`config.mk`:
```
export PLATFORM = sky130hd
export DESIGN_NAME = elastic_pipeline
export DESIGN_NICKNAME = d
export VERILOG_FILES = /design/src/rtl/elastic_pipeline.sv
export SDC_FILE = /design/constraint.sdc
export NUM_CORES = 1
export LEC_CHECK = 0
export CAP_MARGIN = 5
export CORE_AREA = 2 2 85 87
export DETAILED_ROUTE_END_ITERATION = 6
export DIE_AREA = 0 0 87 89
export DONT_BUFFER_PORTS = 1
export GPL_ROUTABILITY_DRIVEN = 0
export PLACE_DENSITY = 0.67
export SETUP_SLACK_MARGIN = 0.5
export SYNTH_ARGS = -nofsm -noshare
export SYNTH_HDL_FRONTEND = slang
export SYNTH_SLANG_ARGS = --single-unit
```
`constraint.sdc`:
```
create_clock -name in_clock -period 1.7 [get_ports in_clock]
set_input_delay 0.17 -clock in_clock [delete_from_list [all_inputs] [get_ports in_clock]]
set_output_delay 0.17 -clock in_clock [all_outputs]
set_load 0.01 [all_outputs]
```
`src/rtl/elastic_pipeline.sv`:
```
// elastic_pipeline: DEPTH-stage valid/ready pipeline with bubble collapse and flush
module elastic_pipeline #(
  parameter int WIDTH      = 32,
  parameter int DEPTH      = 3,
  parameter bit CLEAR_DATA = 0,
  parameter int CNT_W      = $clog2(DEPTH + 1)
) (
  input  logic             in_clock,
  input  logic             in_reset,
  input  logic             in_flush,
  input  logic [WIDTH-1:0] in_data,
  input  logic             in_valid,
  output logic             out_ready,
  output logic [WIDTH-1:0] out_data,
  output logic             out_valid,
  input  logic             in_ready,
  output logic [CNT_W-1:0] out_occupancy
);
  logic [DEPTH-1:0] v, en, sv, ld, v_nxt;
  logic [WIDTH-1:0] d [DEPTH];
  logic [WIDTH-1:0] sd [DEPTH];
  logic [CNT_W-1:0] occ, occ_nxt;
  logic             full_tail;
  // Stage i can move when every stage from i to the end is full only if the sink drains
  always_comb begin
    full_tail = 1'b1;
    en = '0;
    for (int i = DEPTH - 1; i >= 0; i--) begin
      full_tail = full_tail & v[i];
      en[i] = !full_tail || in_ready;
    end
  end
  // Source of each stage, next valid bits, data load strobes and next occupancy
  always_comb begin
    sv[0] = in_valid;
    sd[0] = in_data;
    for (int i = 1; i < DEPTH; i++) begin
      sv[i] = v[i-1];
      sd[i] = d[i-1];
    end
    ld = in_flush ? '0 : (en & sv);
    v_nxt = in_flush ? '0 : ((en & sv) | (~en & v));
    occ_nxt = '0;
    for (int i = 0; i < DEPTH; i++) occ_nxt = occ_nxt + CNT_W'(v_nxt[i]);
  end
  // Valid bits and registered occupancy
  always_ff @(posedge in_clock or negedge in_reset) begin
    if (!in_reset) begin
      v   <= '0;
      occ <= '0;
    end else begin
      v   <= v_nxt;
      occ <= occ_nxt;
    end
  end
  generate
    if (CLEAR_DATA) begin : g_clr
      // Data cleared by reset and flush; otherwise loads only on a valid source word
      always_ff @(posedge in_clock or negedge in_reset) begin
        if (!in_reset) begin
          for (int i = 0; i < DEPTH; i++) d[i] <= '0;
        end else begin
          for (int i = 0; i < DEPTH; i++) begin
            if (in_flush) d[i] <= '0;
            else if (ld[i]) d[i] <= sd[i];
          end
        end
      end
    end else begin : g_hold
      // Data never reset so shares stay quiet; loads only on a valid source word
      always_ff @(posedge in_clock) begin
        for (int i = 0; i < DEPTH; i++) if (in_reset && ld[i]) d[i] <= sd[i];
      end
    end
  endgenerate
  assign out_ready     = en[0] && !in_flush;
  assign out_valid     = v[DEPTH-1];
  assign out_data      = d[DEPTH-1];
  assign out_occupancy = occ;
endmodule
```
Word-level counts from Yosys, hierarchy flattened
Memories as Yosys holds them, arrays and structs flattened.
Index checks and enable logic that the tools add are counted.
- bitwise operators: 6
- reductions and logical operators: 11
- $add $sub $neg: 2
- muxes and demuxes: 8
- operator list (cell ; number):
    $and 3x3->3 ; 2
    $mux 1 ; 6
    $mux 3 ; 2
    $logic_and 1x1->1 ; 4
    $logic_not 1->1 ; 4
    $logic_or 1x1->1 ; 3
    $not 3->3 ; 1
    $or 3x3->3 ; 1
    $add 1x1->2 ; 1
    $add 2x1->2 ; 1
    $and 1x1->1 ; 2
- register bits after elaboration: 5
- memories kept: 1
- word-level logic and storage cells: 30
- input port bits: 37
- RAM bits: 96
- memories (name ; words ; bits a word ; rd ports ; clocked after memory_dff ; wr ports ; RTL line ; text):
    d ; 3 ; 32 ; 3 ; 0 ; 3 ; 20 ; logic [WIDTH-1:0] d [DEPTH];

Logic depth before layout (Yosys ltp)
Gate-level depths: netlist of the first run.
- word-level depth: 10
- depth in mapped cells: 3
- depth with buffers taken out: 3

Least setup slack after synthesis of the first run
OpenSTA, ideal clock, no wires.
- kind: register -> register
- start point: register v[2]
- end point: memory d[0][0] (enable)
- cell stages (with the launch flop): 3
- data arrival time: 1.392 ns
- clock period less this slack: 1.784 ns
- path buffers: 0
- path slack: -0.084 ns
- required time: 1.308 ns
- cells stage by stage: dfrtp_1 -> nand4b_1 -> and3_1
- RTL lines (what ; RTL line ; text):
    start: declaration ; 19 ; logic [DEPTH-1:0] v, en, sv, ld, v_nxt;
    start signal: assignment ; 52 ; v <= v_nxt;
    end: declaration ; 20 ;

Worst setup path after layout of the first run
- start point: register v[2]
- end point: register occ[0] (netlist: out_occupancy[0])
- longest elaborated chain between the ends: 10
- elaborated cells on any way between the ends: 15
- RTL lines (what ; RTL line ; text):
    $and 1x1->1 (*) (2 in series) ; 29 ; full_tail = full_tail & v[i];
    $logic_not 1->1 (*) ; 30 ; en[i] = !full_tail || in_ready;
    $logic_or 1x1->1 (*) ; 30 ;
    $not 3->3 ; 42 ; v_nxt = in_flush ? '0 : ((en & sv) | (~en & v));
    $and 3x3->3 ; 42 ;
    $or 3x3->3 (*) ; 42 ;
    $mux 3 (*) ; 42 ;
    named net v_nxt[0] ; 19 ;
    $add 1x1->2 (*) ; 44 ; for (int i = 0; i < DEPTH; i++) occ_nxt = occ_nxt + CNT_W'(v_nxt[i]);
    $add 2x1->2 (*) ; 44 ;
    named net occ_nxt[0] ; 22 ; logic [CNT_W-1:0] occ, occ_nxt;
    end signal: assignment ; 53 ; occ <= occ_nxt;
    end: declaration ; 22 ;
The timed path passes the listed nets; every way through them passes the cells marked *.

==> reports/metrics.cfg, run 1 <==
[worst_setup_path]
r2r_start = v[2]$_DFF_PN0_
reg2reg_setup_slack_ns = 0.28
timing.critical_path.to_type = register
timing.critical_path.from_type = register
critPathMaxFanout = 4
worstSetupPathType = reg -> reg
arrival_ns = 1.64
critical_path_required_ns = 1.92
reg2reg_depth = 3
reg2reg_to = out_occupancy[0]$_DFF_PN0_

[detailed_routing]
wl_microns = 5020
per_cell_via_count_in_the_routed_design = 4.97
detail_route.first_pass.iterations = 4
detail_route.drc_violations = 0
routed-via-count = 1283
avgRoutedWirePerCell_microns = 19.5
drt_iter0_markers = 57
detail-route-antenna-nets = 0

[run]
max_cap_violations = 0

[grt]
grt_first_pass_wirelength_microns = 7400
grt_start_max_net_pins = 17
grt_antenna_before_repair = 0
first_global_vias = 1358
globalRouteOverflowTotal = 0
gr-usage-all-layers_pct = 14.0

[die]
core_region_area_sq_mm = 0.00672
initial_core_utilization_pct = 49.9
fp-row-count = 30
die-area_sq_mm = 0.00774
die_h_microns = 89
floorplan.die.width_microns = 87
ioPinCount = 73

[clock_network]
clock_sink_count = 101
ctsLongestPathBuffers = 2
clock_tree_from_tritoncts = done
worst_setup_hold_path_clk_slew_ns = 0.08
h-tree-depth = 3
postCtsHoldBufs = 33
cts.root.buffer_cell = clkbuf_8
cts_buffers = 9
clkLatencyLatePin_ns = 0.35

[sta]
worstMarginPinSlew_ns = 0.383
finalWorstSetupSlack_ns = 0.282
finalMaxSlewViolations = 0
timing.final.hold_violations = 2
setup-tns-final_ns = 0
timing.final.crit_period_ns = 1.42
timing.final.crit_share_pct = 83.4
hold_ws_ns = -0.112
fmax_ghz = 0.705
timing.slew.headroom_pct = 74.3
rsz0062_at_grt = true
setup_violations = 0
clock-skew-final_ns = 0.00593

[synthesis]
synth_sequential_area_ratio_pct = 89.8
synthesis.area_sq_mm = 0.00335
synth_enable_flop_cells = 96
syn_nets = 186
postSynthRegisterBits = 101
synth_area_leaders = edfxtp_1, buf_4, dfrtp_1
netlist-cell-type-count = 12
synth_commonest_cells = edfxtp_1, buf_4, dfrtp_1
syn-instance-count = 148
yosysTopAreaCell = edfxtp_1
synth-warning-count = 0
synth_most_common_cell = edfxtp_1
synthFlopType = edfxtp_1
mean_area_per_synthesized_cell_sq_um = 22.6
synth.top_cell.area_share_pct = 86.0
synth-async-reset-ratio_pct = 4.95

[place]
dpl.cell_count = 197
io_buffer_count = 0
detailedPlacementHpwl_microns = 2610
preCtsSetupSlack_ns = 0.232

[pwr]
irDropWorstVdd_v = 0.000452
areal_power_density_over_the_cells_mw_per_mm2 = 1110
p_leak_nw = 1.29

[hold_path]
min-delay-path-class = in -> reg
holdCritStartpoint = in_flush
endpoint_of_the_worst_hold_timing_path = v[1]$_DFF_PN0_
worst_hold_path_depth = 1

[cells_and_area]
fillers = 495
fraction_of_final_layout_cells_with_drive_strength_greater_than_1_pct = 21.3
insertedDiodeCount = 0
fin_cells = 258
areaGrowthSynthToFinish_pct = 17.4
fin_util_pct = 58.5
design.final.nets = 211

[run_status]
failed_checks = hold timing
run_status = finished with violations

power by group:
| group | switching [W] | internal (W) |
|---|---|---|
| Combinational | 0.0000584 | 0.0000832 |
| Sequential | 0.0000218 | 0.00276 |
| Clock | 0.000751 | 0.000684 |
worst max-delay path by stage:
stage,start,endpoint,slack [ns],cells past startpoint
after global placement,v[2]$_DFF_PN0_,d[0][45]$_DFFE_PP_,0.28,2
after global routing,v[2]$_DFF_PN0_,out_occupancy[0]$_DFF_PN0_,0.23,3
after detailed placement,v[2]$_DFF_PN0_,d[0][45]$_DFFE_PP_,0.23,2
after CTS,v[2]$_DFF_PN0_,out_occupancy[0]$_DFF_PN0_,0.29,3
after floorplan,v[2]$_DFF_PN0_,d[0][0]$_DFFE_PP_,0.39,2
final,v[2]$_DFF_PN0_,out_occupancy[0]$_DFF_PN0_,0.28,3
sequential cells by signal, summed over array words and instances (netlist names):
signal / flops
d: 96
out_occupancy: 2
v: 3
layout by cell type, fill, tap and decap left out, types with 2 or more instances in the layout:
cell,instances
dfrtp_1,2
clkbuf_1,2
buf_4,6
inv_1,3
clkinvlp_4,3
edfxtp_1,96
dlygate4sd3_1,33
clkbuf_8,9
dfrtp_2,3
and3_4,7
a21oi_2,3
routing by layer:
metal / global-route usage [%] / routed length [microns] / share of wire [%]
met1: 16.1 / 1970 / 39
met2: 24.0 / 2670 / 53
met3: 2.86 / 212 / 4.2
met4: 8.66 / 171 / 3.4
met5: 0 / 0 / 0
final cells by class:
cell class	instances	area (sq um)	share of cell area, %
flip-flops and latches	101	3010	76.6
repair buffers	42	448	11.4
multi-input cells	16	170	4.33
clock buffers	11	131	3.34
well taps	80	100	2.54
clock inverters	5	61.3	1.56
inverters	3	11.3	0.286
what timing repair did:
action | 4_1_cts | 5_1_grt
gates cloned | 5 | 1
buffers inserted | 5 | 1
setup endpoints to repair | 99 | 99
endpoints found under the hold margin | 40 | 2
resized for setup | 10 | 1
pin swaps | 4 | 5
worst max-delay path, cell delays in order (launching register included):
cell,delay (ns)
dfrtp_2,0.42
nand4b_1,0.20
a21oi_2,0.23
fa_1,0.44
cells by family after synthesis:
| logic type | count (synthesis) | share of synthesized area [%] |
|---|---|---|
| adders and majority gates | 1 | 0.597 |
| buffers and inverters | 35 | 7.51 |
| DFF | 101 | 89.8 |
| and+or+nand+nor | 8 | 1.68 |
| AOI/OAI and AO/OA | 3 | 0.448 |
through the flow:
step / total power, W / cell area (sq um)
after floorplan: 0.00288 / 3370
after global placement: 0.00288 / 3250
after detailed placement: 0.00289 / 3250
after CTS: 0.00440 / 3900
after global routing: 0.00452 / 3930
final: 0.00436 / 3930
Power figures use the tool's default switching activity.
==> run 2: changes to the inputs <==
==> constraint.sdc (replaced) <==
create_clock -name in_clock -period 1.25 [get_ports in_clock]
set_input_delay 0.125 -clock in_clock [delete_from_list [all_inputs] [get_ports in_clock]]
set_output_delay 0.125 -clock in_clock [all_outputs]
set_load 0.01 [all_outputs]
==> reports/metrics.cfg, run 2 (synthesis results as in run 1) <==
[worst_setup_path]
critPathMaxFanout = 3
reg2reg_setup_slack_ns = -0.19
critPathLaunch = v[1]$_DFF_PN0_
timing.critical_path.to_type = register
worstPathCellList = nand4b_1 > a21oi_2 > fa_1
reg2reg_to = out_occupancy[0]$_DFF_PN0_
reg2reg_depth = 3
worstSetupPathType = reg -> reg
worst_path_slowest_cell = fa_1
path_delay_family = adder cells
arrival_ns = 1.65
worstSetupPathDepth = 3
timing.critical_path.from_type = register
cp_num_buf_inv = 0
critical_path_required_ns = 1.46
r2r_start = v[1]$_DFF_PN0_
worst_path_largest_cell_delay_ns = 0.44

[sta]
timing.final.crit_period_ns = 1.44
timing.slew.headroom_pct = 83.7
hold_ws_ns = -0.156
setup_violations = 100
timing.final.hold_violations = 3
finalWorstSetupSlack_ns = -0.190
fmax_ghz = 0.695
clock-skew-final_ns = 0.00405
worstMarginPinSlew_ns = 0.243
timing.final.crit_share_pct = 115
finalMaxSlewViolations = 0
rsz0062_at_grt = true

[pwr]
irDropWorstVdd_v = 0.000924
p_leak_nw = 1.40
areal_power_density_over_the_cells_mw_per_mm2 = 1410

[detailed_routing]
routed-via-count = 1270
wl_microns = 4500
detail_route.first_pass.iterations = 3
detail_route.drc_violations = 0
per_cell_via_count_in_the_routed_design = 4.76
route.top_layer_used = met4
met2_wirelength_microns = 2630
drt_iter0_markers = 66
met1Wirelength_microns = 1490
avgRoutedWirePerCell_microns = 16.9
wl_met3_microns = 317
detail-route-antenna-nets = 0

[die]
core_region_area_sq_mm = 0.00672
floorplan.die.width_microns = 87
die-area_sq_mm = 0.00774
ioPinCount = 73
die_h_microns = 89
fp-row-count = 30
initial_core_utilization_pct = 49.9

[cells_and_area]
insertedDiodeCount = 0
design.final.nets = 221
final_common_cell = edfxtp_1
final_design_area_no_fill_sq_mm = 0.00415
regMostFlops = d
mostFrequentLayoutCells = edfxtp_1, dlygate4sd3_1, clkbuf_8
largest_register_ff_count = 96
fillers = 460
fraction_of_final_layout_cells_with_drive_strength_greater_than_1_pct = 24.1
areaGrowthSynthToFinish_pct = 23.7

[clock_network]
clkLatencyLatePin_ns = 0.34
clock_sink_count = 101
ctsLongestPathBuffers = 2
worst_setup_hold_path_clk_slew_ns = 0.08
postCtsHoldBufs = 33
clock_tree_from_tritoncts = done
h-tree-depth = 3
cts.root.buffer_cell = clkbuf_8
cts_buffers = 9

[grt]
grt_antenna_before_repair = 0
globalRouteOverflowTotal = 0
gr-usage-all-layers_pct = 12.0
grt_start_max_net_pins = 16
grt_first_pass_wirelength_microns = 6360
first_global_vias = 1260

[hold_path]
worst_hold_path_depth = 1
min-delay-path-class = in -> reg
endpoint_of_the_worst_hold_timing_path = v[1]$_DFF_PN0_
holdCritStartpoint = in_flush

[run_status]
run_status = finished with violations
failed_checks = hold timing, setup timing

[place]
detailed_place.area_sq_mm = 0.00334
detailedPlacementHpwl_microns = 2650
io_buffer_count = 0

[run]
max_cap_violations = 0

## run 2: cell types whose count changed in the layout (fill, tap and decap cells not counted), sizes merged
cell and change:
clkinv +2, and3 -4, clkinvlp -2, buf +13
## run 2: worst max-delay path by stage
stage                                  to
2_1_floorplan           d[0][0]$_DFFE_PP_
3_3_place_gp   out_occupancy[0]$_DFF_PN0_
3_5_place_dp   out_occupancy[0]$_DFF_PN0_
4_1_cts        out_occupancy[0]$_DFF_PN0_
5_1_grt        out_occupancy[0]$_DFF_PN0_
6_report       out_occupancy[0]$_DFF_PN0_
## run 2: per-stage QoR
stage / cells / util [%] / power [W] / setup WS [ns] / TNS, ns
finish: 267 / 61.7 / 0.00585 / -0.190 / -9.38
detailed placement: 204 / 49.7 / 0.00394 / -0.137 / -2.12
floorplan: 148 / - / 0.00391 / -0.0573 / -3.65
global route: 267 / 61.7 / 0.00606 / -0.267 / -13.13
global placement: 204 / 49.7 / 0.00393 / -0.00430 / -0.00430
CTS: 263 / 60.5 / 0.00589 / -0.164 / -6.38
## run 2: timing repair
action,CTS,global route
pin swaps,2,5
hold endpoints to repair,40,3
gates resized for setup,12,4
setup endpoints to repair,137,137
gates cloned,4,2
setup buffers,7,2
## run 2: area by class of cell
cell class	count	area [sq um]	share of cell area, %
flip-flops and latches	101	3010	72.6
well taps	80	100	2.41
repair buffers	56	726	17.5
inverters	3	11.3	0.272
clock inverters	5	52.6	1.27
clock buffers	10	128	3.08
multi-input cells	12	120	2.90
## run 2: where the power goes
group | total [W] | leakage [nW] | internal (W) | switching [W]
clock | 0.00184 | 0.0919 | 0.000903 | 0.000940
sequential | 0.00379 | 0.940 | 0.00376 | 0.0000290
combinational | 0.000221 | 0.368 | 0.000142 | 0.0000792
total | 0.00585 | 1.40 | 0.00480 | 0.00105
## run 2: routing by layer
| layer | track usage, % | vias up |
|---|---|---|
| met5 | 0 | - |
| met4 | 5.97 | 0 |
| met3 | 5.36 | 9 |
| met2 | 23.1 | 58 |
| met1 | 10.3 | 612 |
| li1 | - | 591 |
==> run 3: changes to the inputs <==
--- a/config.mk
+++ b/config.mk
@@ -5,6 +5,7 @@
 export SDC_FILE = /design/constraint.sdc
 export NUM_CORES = 1
 export LEC_CHECK = 0
+export ABC_AREA = 1
 export CAP_MARGIN = 5
 export CORE_AREA = 2 2 85 87
 export DETAILED_ROUTE_END_ITERATION = 6
==> reports/metrics.cfg, run 3 <==
[synthesis]
syn-instance-count = 152
netlist-cell-type-count = 13
mean_area_per_synthesized_cell_sq_um = 22.1
synth_area_leaders = edfxtp_1, buf_4, dfrtp_1
postSynthRegisterBits = 101
syn_nets = 190
synth_most_common_cell = edfxtp_1
synth-async-reset-ratio_pct = 4.95
synth-warning-count = 0
synth_sequential_area_ratio_pct = 89.6
synthFlopType = edfxtp_1
yosysTopAreaCell = edfxtp_1
synth_commonest_cells = edfxtp_1, buf_4, dfrtp_1, inv_1
synthesis.area_sq_mm = 0.00336
synth.top_cell.area_share_pct = 85.9
synth_enable_flop_cells = 96

[cells_and_area]
insertedDiodeCount = 0
mostFrequentLayoutCells = edfxtp_1, dlygate4sd3_1, clkbuf_8
largest_register_ff_count = 96
final_common_cell = edfxtp_1
fraction_of_final_layout_cells_with_drive_strength_greater_than_1_pct = 24.7
fillers = 474
areaGrowthSynthToFinish_pct = 20.7
fin_util_pct = 60.3
final_design_area_no_fill_sq_mm = 0.00405
design.final.nets = 219
regMostFlops = d

[grt]
gr-usage-all-layers_pct = 13.0
grt_first_pass_wirelength_microns = 6840
grt_antenna_before_repair = 0
globalRouteOverflowTotal = 0
grt_start_max_net_pins = 17
first_global_vias = 1322

[worst_setup_path]
reg2reg_depth = 3
worstSetupPathType = reg -> reg
reg2reg_setup_slack_ns = -0.20
critical_path_required_ns = 1.47
r2r_start = v[1]$_DFF_PN0_
worst_path_largest_cell_delay_ns = 0.47
timing.critical_path.to_type = register
arrival_ns = 1.67
timing.critical_path.from_type = register
worst_path_slowest_cell = fa_2
critPathMaxFanout = 3
critPathLaunch = v[1]$_DFF_PN0_
reg2reg_to = out_occupancy[0]$_DFF_PN0_
worstPathCellList = nand4_1 > a21oi_2 > fa_2

[detailed_routing]
drt_iter0_markers = 67
routed-via-count = 1277
detail_route.drc_violations = 0
avgRoutedWirePerCell_microns = 17.2
detail_route.first_pass.iterations = 4
per_cell_via_count_in_the_routed_design = 4.80
wl_microns = 4590
detail-route-antenna-nets = 0

[pwr]
irDropWorstVdd_v = 0.000725
areal_power_density_over_the_cells_mw_per_mm2 = 1520
power_w = 0.00617
p_leak_nw = 1.35

[clock_network]
ctsLongestPathBuffers = 2
cts_buffers = 9
clkLatencyLatePin_ns = 0.35
h-tree-depth = 3
clock_tree_from_tritoncts = done
postCtsHoldBufs = 33
cts.root.buffer_cell = clkbuf_8
worst_setup_hold_path_clk_slew_ns = 0.09
clock_sink_count = 101

[sta]
setup_violations = 99
fmax_ghz = 0.691
worstMarginPinSlew_ns = 0.226
timing.final.crit_share_pct = 116
setup-tns-final_ns = -10.84
timing.final.crit_period_ns = 1.45
timing.slew.headroom_pct = 84.9
timing.final.hold_violations = 2
finalMaxSlewViolations = 0
rsz0062_at_grt = true
finalWorstSetupSlack_ns = -0.198
hold_ws_ns = -0.166
clock-skew-final_ns = 0.00584

[run_status]
run_status = finished with violations
failed_checks = hold timing, setup timing

[hold_path]
holdCritStartpoint = in_flush
min-delay-path-class = in -> reg
worst_hold_path_depth = 1
endpoint_of_the_worst_hold_timing_path = v[2]$_DFF_PN0_

[place]
detailedPlacementHpwl_microns = 2710
detailed_place.area_sq_mm = 0.00340
io_buffer_count = 0

[die]
floorplan.die.width_microns = 87
initial_core_utilization_pct = 49.9
fp-row-count = 30
die-area_sq_mm = 0.00774
core_region_area_sq_mm = 0.00672
die_h_microns = 89
ioPinCount = 73

[run]
max_cap_violations = 0

run 3: cell count changes after synthesis, sizes merged:
cell,previous run,this run
and3,3,0
nor2,0,3
nand4b,1,0
nand2b,1,0
nand3,0,2
inv,3,5
nand2,0,3
nand4,0,1
nor3b,0,1
nand3b,1,0
nor2b,2,0
run 3: final cells by class:
type                            instances  area (sq um)  area share, %
Clock buffer                           10           128           3.15
Timing Repair Buffer                   50           554           13.7
Clock inverter                          6          85.1           2.10
Sequential cell                       101          3010           74.3
Tap cell                               80           100           2.47
Inverter                                5          18.8          0.463
Multi-Input combinational cell         14           156           3.86
run 3: worst max-delay path, delay by kind of cell, from the launching register on:
kind | cells | cell delay (ns)
flip-flops | 1 | 0.42
AND/OR/NAND/NOR | 1 | 0.20
adder cells (fa/ha/maj) | 1 | 0.47
AO/OA/AOI/OAI | 1 | 0.24
run 3: through the flow:
stage	worst slack (ns)	std cells
final	-0.198	266
after global routing	-0.246	266
after CTS	-0.186	266
after detailed placement	-0.161	209
after global placement	-0.0831	209
after floorplan	-0.568	152
run 3: worst max-delay path by stage:
stage | to | slack [ns] | cells past startpoint
after floorplan | d[0][32]$_DFFE_PP_ | -0.57 | 2
after global placement | out_occupancy[0]$_DFF_PN0_ | -0.08 | 4
after detailed placement | out_occupancy[0]$_DFF_PN0_ | -0.16 | 3
after CTS | out_occupancy[0]$_DFF_PN0_ | -0.19 | 4
after global routing | out_occupancy[0]$_DFF_PN0_ | -0.25 | 3
final | out_occupancy[0]$_DFF_PN0_ | -0.20 | 3
run 3: timing repair:
| item | 4_1_cts | 5_1_grt |
|---|---|---|
| gates resized for setup | 10 | 5 |
| hold endpoints to repair | 39 | 2 |
| buffers inserted | 7 | 0 |
| gates cloned | 1 | 0 |
| setup endpoints to repair | 137 | 137 |
| pin swaps | 6 | 3 |
run 3: logic make-up after synthesis:
family	Yosys count	share of synthesized area [%]
AOI/OAI and AO/OA	3	0.447
adders and majority gates	1	0.597
buffers and inverters	37	7.72
DFF	101	89.6
and+or+nand+nor	10	1.60
run 3: power breakdown:
part	switching (W)	leakage, nW	internal, W
Sequential	0.0000352	0.938	0.00379
Clock	0.00102	0.106	0.00113
Combinational	0.0000824	0.308	0.000119
run 3: per-layer routing:
metal	track usage, %	wire, microns	up-vias	part of all wire (%)
li1	-	-	585	-
met1	12.6	1630	629	35
met2	23.5	2650	51	58
met3	4.34	166	12	3.6
met4	8.66	143	0	3.1
met5	0	0	-	0
